--- config.mk ---
export PLATFORM = sky130hd
export DESIGN_NAME = mem_responder_flat
export DESIGN_NICKNAME = d
export VERILOG_FILES = /design/src/rtl/mem_pkg.sv /design/src/rtl/mem_responder_if.sv /design/src/rtl/mem_byte_array.sv /design/src/rtl/mem_responder.sv /design/src/flat_wrapper.sv
export SDC_FILE = /design/constraint.sdc
export NUM_CORES = 2
export LEC_CHECK = 0
export BUFFER_PORTS_ARGS = -buffer_cell sky130_fd_sc_hd__buf_2
export CORE_ASPECT_RATIO = 0.8
export CORE_MARGIN = 2
export CORE_UTILIZATION = 50
export CTS_CLUSTER_DIAMETER = 30
export CTS_CLUSTER_SIZE = 16
export DETAILED_ROUTE_END_ITERATION = 8
export PLACE_DENSITY_LB_ADDON = 0.25
export SETUP_SLACK_MARGIN = 0.4
export SLEW_MARGIN = 20
export SYNTH_ARGS = -nofsm -noshare
export SYNTH_HDL_FRONTEND = slang
export SYNTH_SLANG_ARGS = --single-unit
--- constraint.sdc ---
create_clock -name CLK -period 10.8 [get_ports CLK]
set_input_delay 2.16 -clock CLK [delete_from_list [all_inputs] [get_ports CLK]]
set_output_delay 2.16 -clock CLK [all_outputs]
set_load 0.03 [all_outputs]
--- src/rtl/mem_pkg.sv ---
// Shared constants for the MFA/MFC memory handshake: access size codes,
// read/write codes, responder FSM encoding and the alignment rule.
package mem_pkg;

  localparam logic [1:0] BYTE = 2'b00;
  localparam logic [1:0] HALF = 2'b01;
  localparam logic [1:0] WORD = 2'b10;

  localparam logic READ  = 1'b0;
  localparam logic WRITE = 1'b1;

  typedef enum logic [1:0] {
    IDLE = 2'b00,
    BUSY = 2'b01,
    DONE = 2'b10
  } mem_state_t;

  // Illegal size codes and misaligned halfword/word accesses are rejected.
  function automatic logic access_bad(input logic [1:0] size, input logic [1:0] lane);
    case (size)
      BYTE:    return 1'b0;
      HALF:    return lane[0];
      WORD:    return lane != 2'b00;
      default: return 1'b1;
    endcase
  endfunction

endpackage

--- src/rtl/mem_responder_if.sv ---
// MFA/MFC request/response bundle between a requester (master) and the
// memory responder (slave).
interface mem_responder_if #(
  parameter int ADDR_W = 8
);
  logic              MFA;
  logic              RW;
  logic [1:0]        SIZE;
  logic [ADDR_W-1:0] ADDR;
  logic [31:0]       DATA_IN;
  logic [31:0]       DATA_OUT;
  logic              MFC;
  logic              ERR;

  modport master (
    output MFA, RW, SIZE, ADDR, DATA_IN,
    input  DATA_OUT, MFC, ERR
  );

  modport slave (
    input  MFA, RW, SIZE, ADDR, DATA_IN,
    output DATA_OUT, MFC, ERR
  );
endinterface

--- src/rtl/mem_byte_array.sv ---
// Byte-addressed storage organised as big-endian 32-bit words: four byte-lane
// write enables and a registered word read port. Contents survive reset.
module mem_byte_array #(
  parameter int ADDR_W = 8
) (
  input  logic              CLK,
  input  logic              Reset,
  input  logic [ADDR_W-3:0] word_addr,
  input  logic [3:0]        be,
  input  logic [31:0]       wdata,
  input  logic              rd_en,
  output logic [31:0]       rd_word
);

  logic [7:0] Mem [0:(2**ADDR_W)-1];

  // Lane 3 (bits 31:24) maps to byte offset 0 within the word.
  always_ff @(posedge CLK) begin
    for (int unsigned i = 0; i < 4; i++) begin
      if (be[i]) begin
        Mem[{word_addr, 2'(3 - i)}] <= wdata[8*i +: 8];
      end
    end
  end

  always_ff @(posedge CLK or negedge Reset) begin
    if (!Reset) begin
      rd_word <= '0;
    end else if (rd_en) begin
      rd_word <= {Mem[{word_addr, 2'd0}], Mem[{word_addr, 2'd1}],
                  Mem[{word_addr, 2'd2}], Mem[{word_addr, 2'd3}]};
    end
  end

endmodule

--- src/rtl/mem_responder.sv ---
// Memory-side MFA/MFC responder: captures a request, waits WAIT_CYCLES,
// performs a byte/halfword/word access and holds MFC until MFA drops.
module mem_responder
  import mem_pkg::*;
#(
  parameter int ADDR_W      = 8,
  parameter int WAIT_CYCLES = 2
) (
  input logic             CLK,
  input logic             Reset,
  mem_responder_if.slave  bus
);

  localparam int CNT_W = (WAIT_CYCLES < 1) ? 1 : $clog2(WAIT_CYCLES + 1);

  mem_state_t        state, state_next;
  logic [CNT_W-1:0]  cnt;
  logic              capture, count_down, do_access, release_rsp;

  logic              req_rw;
  logic [1:0]        req_size;
  logic [ADDR_W-1:0] req_addr;
  logic [31:0]       req_data;
  logic              req_bad;

  logic              mfc_q, err_q;
  logic [1:0]        out_size;
  logic [1:0]        out_lane;
  logic              out_zero;

  logic [3:0]        lane_be;
  logic [3:0]        be;
  logic [31:0]       wdata;
  logic              rd_en;
  logic [31:0]       rd_word;
  logic [31:0]       dout;

  always_ff @(posedge CLK or negedge Reset) begin
    if (!Reset) state <= IDLE;
    else        state <= state_next;
  end

  always_comb begin
    state_next  = state;
    capture     = 1'b0;
    count_down  = 1'b0;
    do_access   = 1'b0;
    release_rsp = 1'b0;
    unique case (state)
      IDLE: begin
        if (bus.MFA) begin
          capture    = 1'b1;
          state_next = BUSY;
        end
      end
      BUSY: begin
        if (!bus.MFA) begin
          state_next = IDLE;
        end else if (cnt != '0) begin
          count_down = 1'b1;
        end else begin
          do_access  = 1'b1;
          state_next = DONE;
        end
      end
      DONE: begin
        if (!bus.MFA) begin
          release_rsp = 1'b1;
          state_next  = IDLE;
        end
      end
      default: state_next = IDLE;
    endcase
  end

  always_ff @(posedge CLK or negedge Reset) begin
    if (!Reset) begin
      cnt      <= '0;
      req_rw   <= READ;
      req_size <= BYTE;
      req_addr <= '0;
      req_data <= '0;
    end else if (capture) begin
      cnt      <= CNT_W'(WAIT_CYCLES);
      req_rw   <= bus.RW;
      req_size <= bus.SIZE;
      req_addr <= bus.ADDR;
      req_data <= bus.DATA_IN;
    end else if (count_down) begin
      cnt <= cnt - CNT_W'(1);
    end
  end

  assign req_bad = access_bad(req_size, req_addr[1:0]);

  always_comb begin
    lane_be = '0;
    wdata   = req_data;
    case (req_size)
      BYTE: begin
        lane_be = 4'b1000 >> req_addr[1:0];
        wdata   = {4{req_data[7:0]}};
      end
      HALF: begin
        lane_be = req_addr[1] ? 4'b0011 : 4'b1100;
        wdata   = {2{req_data[15:0]}};
      end
      WORD:    lane_be = 4'b1111;
      default: lane_be = '0;
    endcase
  end

  assign be    = (do_access && req_rw == WRITE && !req_bad) ? lane_be : '0;
  assign rd_en = do_access && req_rw == READ && !req_bad;

  mem_byte_array #(
    .ADDR_W (ADDR_W)
  ) u_array (
    .CLK       (CLK),
    .Reset     (Reset),
    .word_addr (req_addr[ADDR_W-1:2]),
    .be        (be),
    .wdata     (wdata),
    .rd_en     (rd_en),
    .rd_word   (rd_word)
  );

  // The read port returns the whole word; the steering below selects and
  // zero-extends the requested lanes from registered response state, so
  // DATA_OUT stays a pure function of flops and holds until the next read.
  always_ff @(posedge CLK or negedge Reset) begin
    if (!Reset) begin
      mfc_q    <= 1'b0;
      err_q    <= 1'b0;
      out_size <= BYTE;
      out_lane <= '0;
      out_zero <= 1'b1;
    end else if (do_access) begin
      mfc_q <= 1'b1;
      err_q <= req_bad;
      if (req_bad) begin
        out_zero <= 1'b1;
      end else if (req_rw == READ) begin
        out_zero <= 1'b0;
        out_size <= req_size;
        out_lane <= req_addr[1:0];
      end
    end else if (release_rsp) begin
      mfc_q <= 1'b0;
      err_q <= 1'b0;
    end
  end

  always_comb begin
    dout = '0;
    if (!out_zero) begin
      case (out_size)
        BYTE: begin
          case (out_lane)
            2'd0:    dout = {24'd0, rd_word[31:24]};
            2'd1:    dout = {24'd0, rd_word[23:16]};
            2'd2:    dout = {24'd0, rd_word[15:8]};
            default: dout = {24'd0, rd_word[7:0]};
          endcase
        end
        HALF:    dout = {16'd0, out_lane[1] ? rd_word[15:0] : rd_word[31:16]};
        default: dout = rd_word;
      endcase
    end
  end

  assign bus.DATA_OUT = dout;
  assign bus.MFC      = mfc_q;
  assign bus.ERR      = err_q;

endmodule

--- src/flat_wrapper.sv ---
// flat-port wrapper written by rule: the top's interface ports become plain ports
module mem_responder_flat import mem_pkg::*;
#(
  parameter int ADDR_W      = 8,
  parameter int WAIT_CYCLES = 2
)
  (CLK, Reset, bus_MFA, bus_RW, bus_SIZE, bus_ADDR, bus_DATA_IN, bus_DATA_OUT, bus_MFC, bus_ERR);
  mem_responder_if #(.ADDR_W(ADDR_W)) bus_i ();
  input logic CLK;
  input logic Reset;
  input wire logic [$bits(bus_i.MFA)-1:0] bus_MFA;
  input wire logic [$bits(bus_i.RW)-1:0] bus_RW;
  input wire logic [$bits(bus_i.SIZE)-1:0] bus_SIZE;
  input wire logic [$bits(bus_i.ADDR)-1:0] bus_ADDR;
  input wire logic [$bits(bus_i.DATA_IN)-1:0] bus_DATA_IN;
  output wire logic [$bits(bus_i.DATA_OUT)-1:0] bus_DATA_OUT;
  output wire logic [$bits(bus_i.MFC)-1:0] bus_MFC;
  output wire logic [$bits(bus_i.ERR)-1:0] bus_ERR;
  assign bus_i.MFA = bus_MFA;
  assign bus_i.RW = bus_RW;
  assign bus_i.SIZE = bus_SIZE;
  assign bus_i.ADDR = bus_ADDR;
  assign bus_i.DATA_IN = bus_DATA_IN;
  assign bus_DATA_OUT = bus_i.DATA_OUT;
  assign bus_MFC = bus_i.MFC;
  assign bus_ERR = bus_i.ERR;
  mem_responder #(.ADDR_W(ADDR_W), .WAIT_CYCLES(WAIT_CYCLES)) u_core (.CLK(CLK), .Reset(Reset), .bus(bus_i));
endmodule
==> qor.csv <==
metric;value;unit
run status;finished clean;
TNS Setup;0;ns
overflow left after global routing;0;
# rows;134;
clock root buffer master;sky130_fd_sc_hd__clkbuf_16;
synthesized cell area;83380;sq um
starting density of the core;50.19;%
average via count per standard cell;6.825;
slew at the pin closest to its max-slew limit;1.300;ns
fraction of power consumed by sequential logic;38.2;%
prevailing post-synth register cell;sky130_fd_sc_hd__edfxtp_1;
post-route ant nets;0;
internal power;0.01888;W
first-pass detailed-route iteration total;7;
Arrival @ worst endpoint;3.77;ns
power density relative to cell area;295.6;nW/um^2
hold violation total from the final report;0;
class of the worst hold path;reg2reg;
global-route wire length before repair;383.2;mm
vias after detailed routing;50690;
number of antenna violations at the first check in global routing;22;
post-synth top area share;73.75;%
hold buffers post-CTS;0;
maximum clock skew at final layout;0.05627;ns
Final Worst Setup Slack;4.869;ns
Setup crit end kind;output port;
maximum buffer depth of the clock tree;4;
layout cell share with drive strength beyond 1;20.72;%
nets in the synthesized netlist;4775;
EDFF count, synth;2048;
# Max-Cap Violations;0;
share of the cycle needed by the critical path after routing;54.92;%
area of the die;170100;sq um
sw power;0.009842;W
total of fill cells in the finished design;12090;
average instance area after synthesis;17.64;sq um
number of CTS-inserted buffers;324;
synth warn;0;
part of the total power dissipated in combinational logic;25.2;%
Placer Congestion;0.9430;
WP data required;8.64;ns
number of cell instances on the worst register-to-register path;5;
Cell variety after synth;72;
worst hold stages;2;
worst slew margin relative to its limit;12.76;%
minimum clock period;5.931;ns
final net count;4957;
unrepaired setup endpoints after global routing;false;
max-slew violation total from the final report;0;
PostCTS Resize Cnt;0;
count of unresolved DRC violations after routing;0;
delay of the slowest critical-path stage;1.10;ns
ranking of synthesized cells by area;sky130_fd_sc_hd__edfxtp_1, sky130_fd_sc_hd__mux2i_1, sky130_fd_sc_hd__mux4_2;
kind of start point of the critical path;register;
vias in the first global route;47510;
final hold slack;0.4917;ns
core box area;166200;sq um
post-placement worst setup slack;5.852;ns
Critical Path Fanout Max;18;
total of flip-flops plus latches after synthesis;2134;
total I/O pin count;80;
critical path's slowest cell;sky130_fd_sc_hd__a311oi_1;
maximum number of pins on one net before global-route repair;111;
Wirelength per Cell;37.60;um
cell leakage power;31.33;nW
clock sink total;2134;
final-report setup violation count;0;
switching fraction of total power;34.27;%
insertion delay to the later sink of the worst-skew pair;0.95;ns
area growth from synthesis to layout;16.53;%
Post-CTS Setup Bufs;0;
Async S/R FF share, synth;4.030;%
clock-pin slew of the registers on the worst-case setup and hold paths;0.05;ns
global router's overall resource usage;32.60;%
Clk pwr share;36.6;%
start-to-end type of the worst setup path;reg2out;
sequential share of the synthesized area;76.34;%
Tot Pwr;0.02872;W
cells after synthesis;4728;
top achievable clock speed;168.6;MHz
height of the die;369.3;um
Port Buf Inserts;79;
Clock H-tree levels;5;
Peak supply drop;0.0003069;V
cell taking the most area after synthesis;sky130_fd_sc_hd__edfxtp_1;
iteration-0 DRC count of the detailed router;9422;
clock tree from TritonCTS;yes;
dpl hpwl;167.1;mm
Post-Route WL;279.3;mm
chip width;460.6;um
cells traversed along the worst timing path;nor2_1 > nand2_1 > a311oi_1 > buf_2;
metal layers:
layer | vias up | GRT usage [%] | share of wire (%)
li1 | 19700 | - | -
met1 | 25670 | 46.07 | 37
met2 | 4568 | 42.82 | 40
met3 | 727 | 13.24 | 17
met4 | 22 | 17.57 | 5.9
met5 | - | 0.2564 | 0.063
layout make-up:
| cell class | instances | area, sq um | area share [%] |
|---|---|---|---|
| repair buffers | 192 | 1296 | 1.334 |
| inverters | 6 | 30.03 | 0.03090 |
| well taps | 2244 | 2808 | 2.890 |
| diodes | 20 | 50.05 | 0.05151 |
| clock buffers | 363 | 8494 | 8.742 |
| multi-input cells | 2252 | 18390 | 18.92 |
| flip-flops and latches | 2134 | 63670 | 65.53 |
| clock inverters | 216 | 2425 | 2.496 |
worst paths after layout:
kind                                                      from                                   to  slack [ns]
min in group asynchronous                                Reset      u_core.req_data[15]$_DFFE_PN0P_        1.18
worst max-delay path            u_core.out_lane[1]$_DFFE_PN0P_                      bus_DATA_OUT[6]        4.87
max in group asynchronous                                Reset       u_core.req_addr[3]$_DFFE_PN0P_        8.17
worst max register to register  u_core.req_addr[3]$_DFFE_PN0P_  u_core.u_array.Mem[75][5]$_DFFE_PP_        5.89
worst min-delay path            u_core.out_lane[0]$_DFFE_PN0P_       u_core.out_lane[0]$_DFFE_PN0P_        0.49
worst min register to register  u_core.out_lane[0]$_DFFE_PN0P_       u_core.out_lane[0]$_DFFE_PN0P_        0.49
cells in the final DEF (no fill, tap or decap), drive strengths merged, types with 6 or more instances in the layout:
cell type / n
edfxtp: 2048
dfrtp: 85
a22o: 34
a311oi: 9
mux2: 125
buf: 192
nor2b: 10
nand2b: 8
nand3: 55
a221o: 22
o21ai: 131
clkinv: 86
a211oi: 10
nand2: 179
mux4: 156
inv: 68
bufinv: 33
clkbuf: 363
o32a: 17
o221ai: 9
and2: 23
clkinvlp: 35
o21a: 6
nor2: 394
o211ai: 24
a21oi: 89
o22ai: 87
a221oi: 210
o22a: 17
a22oi: 170
nand4: 7
a222oi: 9
a31oi: 25
diode: 20
nor3: 6
mux2i: 352
a32oi: 6
cells in the mapped netlist (85+ instances only):
master / n
sky130_fd_sc_hd__a21oi_1: 89
sky130_fd_sc_hd__nand2_1: 179
sky130_fd_sc_hd__buf_2: 86
sky130_fd_sc_hd__clkbuf_1: 161
sky130_fd_sc_hd__dfrtp_1: 85
sky130_fd_sc_hd__o21ai_0: 131
sky130_fd_sc_hd__mux2_2: 125
sky130_fd_sc_hd__edfxtp_1: 2048
sky130_fd_sc_hd__nor2_1: 394
sky130_fd_sc_hd__o22ai_1: 87
sky130_fd_sc_hd__a221oi_1: 207
sky130_fd_sc_hd__mux2i_1: 352
sky130_fd_sc_hd__mux4_2: 156
sky130_fd_sc_hd__a22oi_1: 170
cells by family (layout without fill, tap and decap cells):
logic type,after synthesis,after routing,share of synthesized area (%)
other,0,20,0
adder cells (fa/ha/maj),1,1,0.01500
AND/OR/NAND/NOR,713,713,3.583
flip-flops,2134,2134,76.34
AO/OA/AOI/OAI,904,904,7.957
XOR/XNOR,1,1,0.01051
multiplexers,633,633,10.13
buffers and inverters,342,777,1.970
per-stage QoR:
| step | cells | area (sq um) | util (%) |
|---|---|---|---|
| after floorplan | 4728 | 83380 | - |
| after global placement | 6828 | 86180 | 51.87 |
| after detailed placement | 6828 | 86190 | 51.88 |
| after CTS | 7407 | 97110 | 58.45 |
| after global routing | 7409 | 97120 | 58.45 |
| final | 7427 | 97170 | 58.48 |
critical path, delay by kind of cell, from the launching register on:
family,cells,cell delay (ns)
DFF,1,0.62
and+or+nand+nor,2,0.75
AOI/OAI and AO/OA,1,1.10
buffers and inverters,1,0.37
state kept, by name, summed over array words and instances, names as in the netlist:
register and cells:
u_core.req_rw 1, u_core.u_array.Mem 2048, u_core.u_array.rd_word 32, u_core.req_addr 8, u_core.bus.ERR 1, u_core.out_size 2, u_core.state 2, u_core.req_size 2
u_core.req_data 32, u_core.bus.MFC 1, u_core.cnt 2, u_core.out_zero 1, u_core.out_lane 2
power by group through the flow:
| stage | logic (W) | registers [W] | clock network [W] |
|---|---|---|---|
| final | 0.00724 | 0.0110 | 0.0105 |
| after global routing | 0.00734 | 0.0109 | 0.0109 |
| after CTS | 0.00699 | 0.0109 | 0.0105 |
| after detailed placement | 0.00697 | 0.0111 | 0 |
| after global placement | 0.00694 | 0.0111 | 0 |
| after floorplan | 0.00379 | 0.0109 | 0 |
Power figures use the tool's default switching activity.
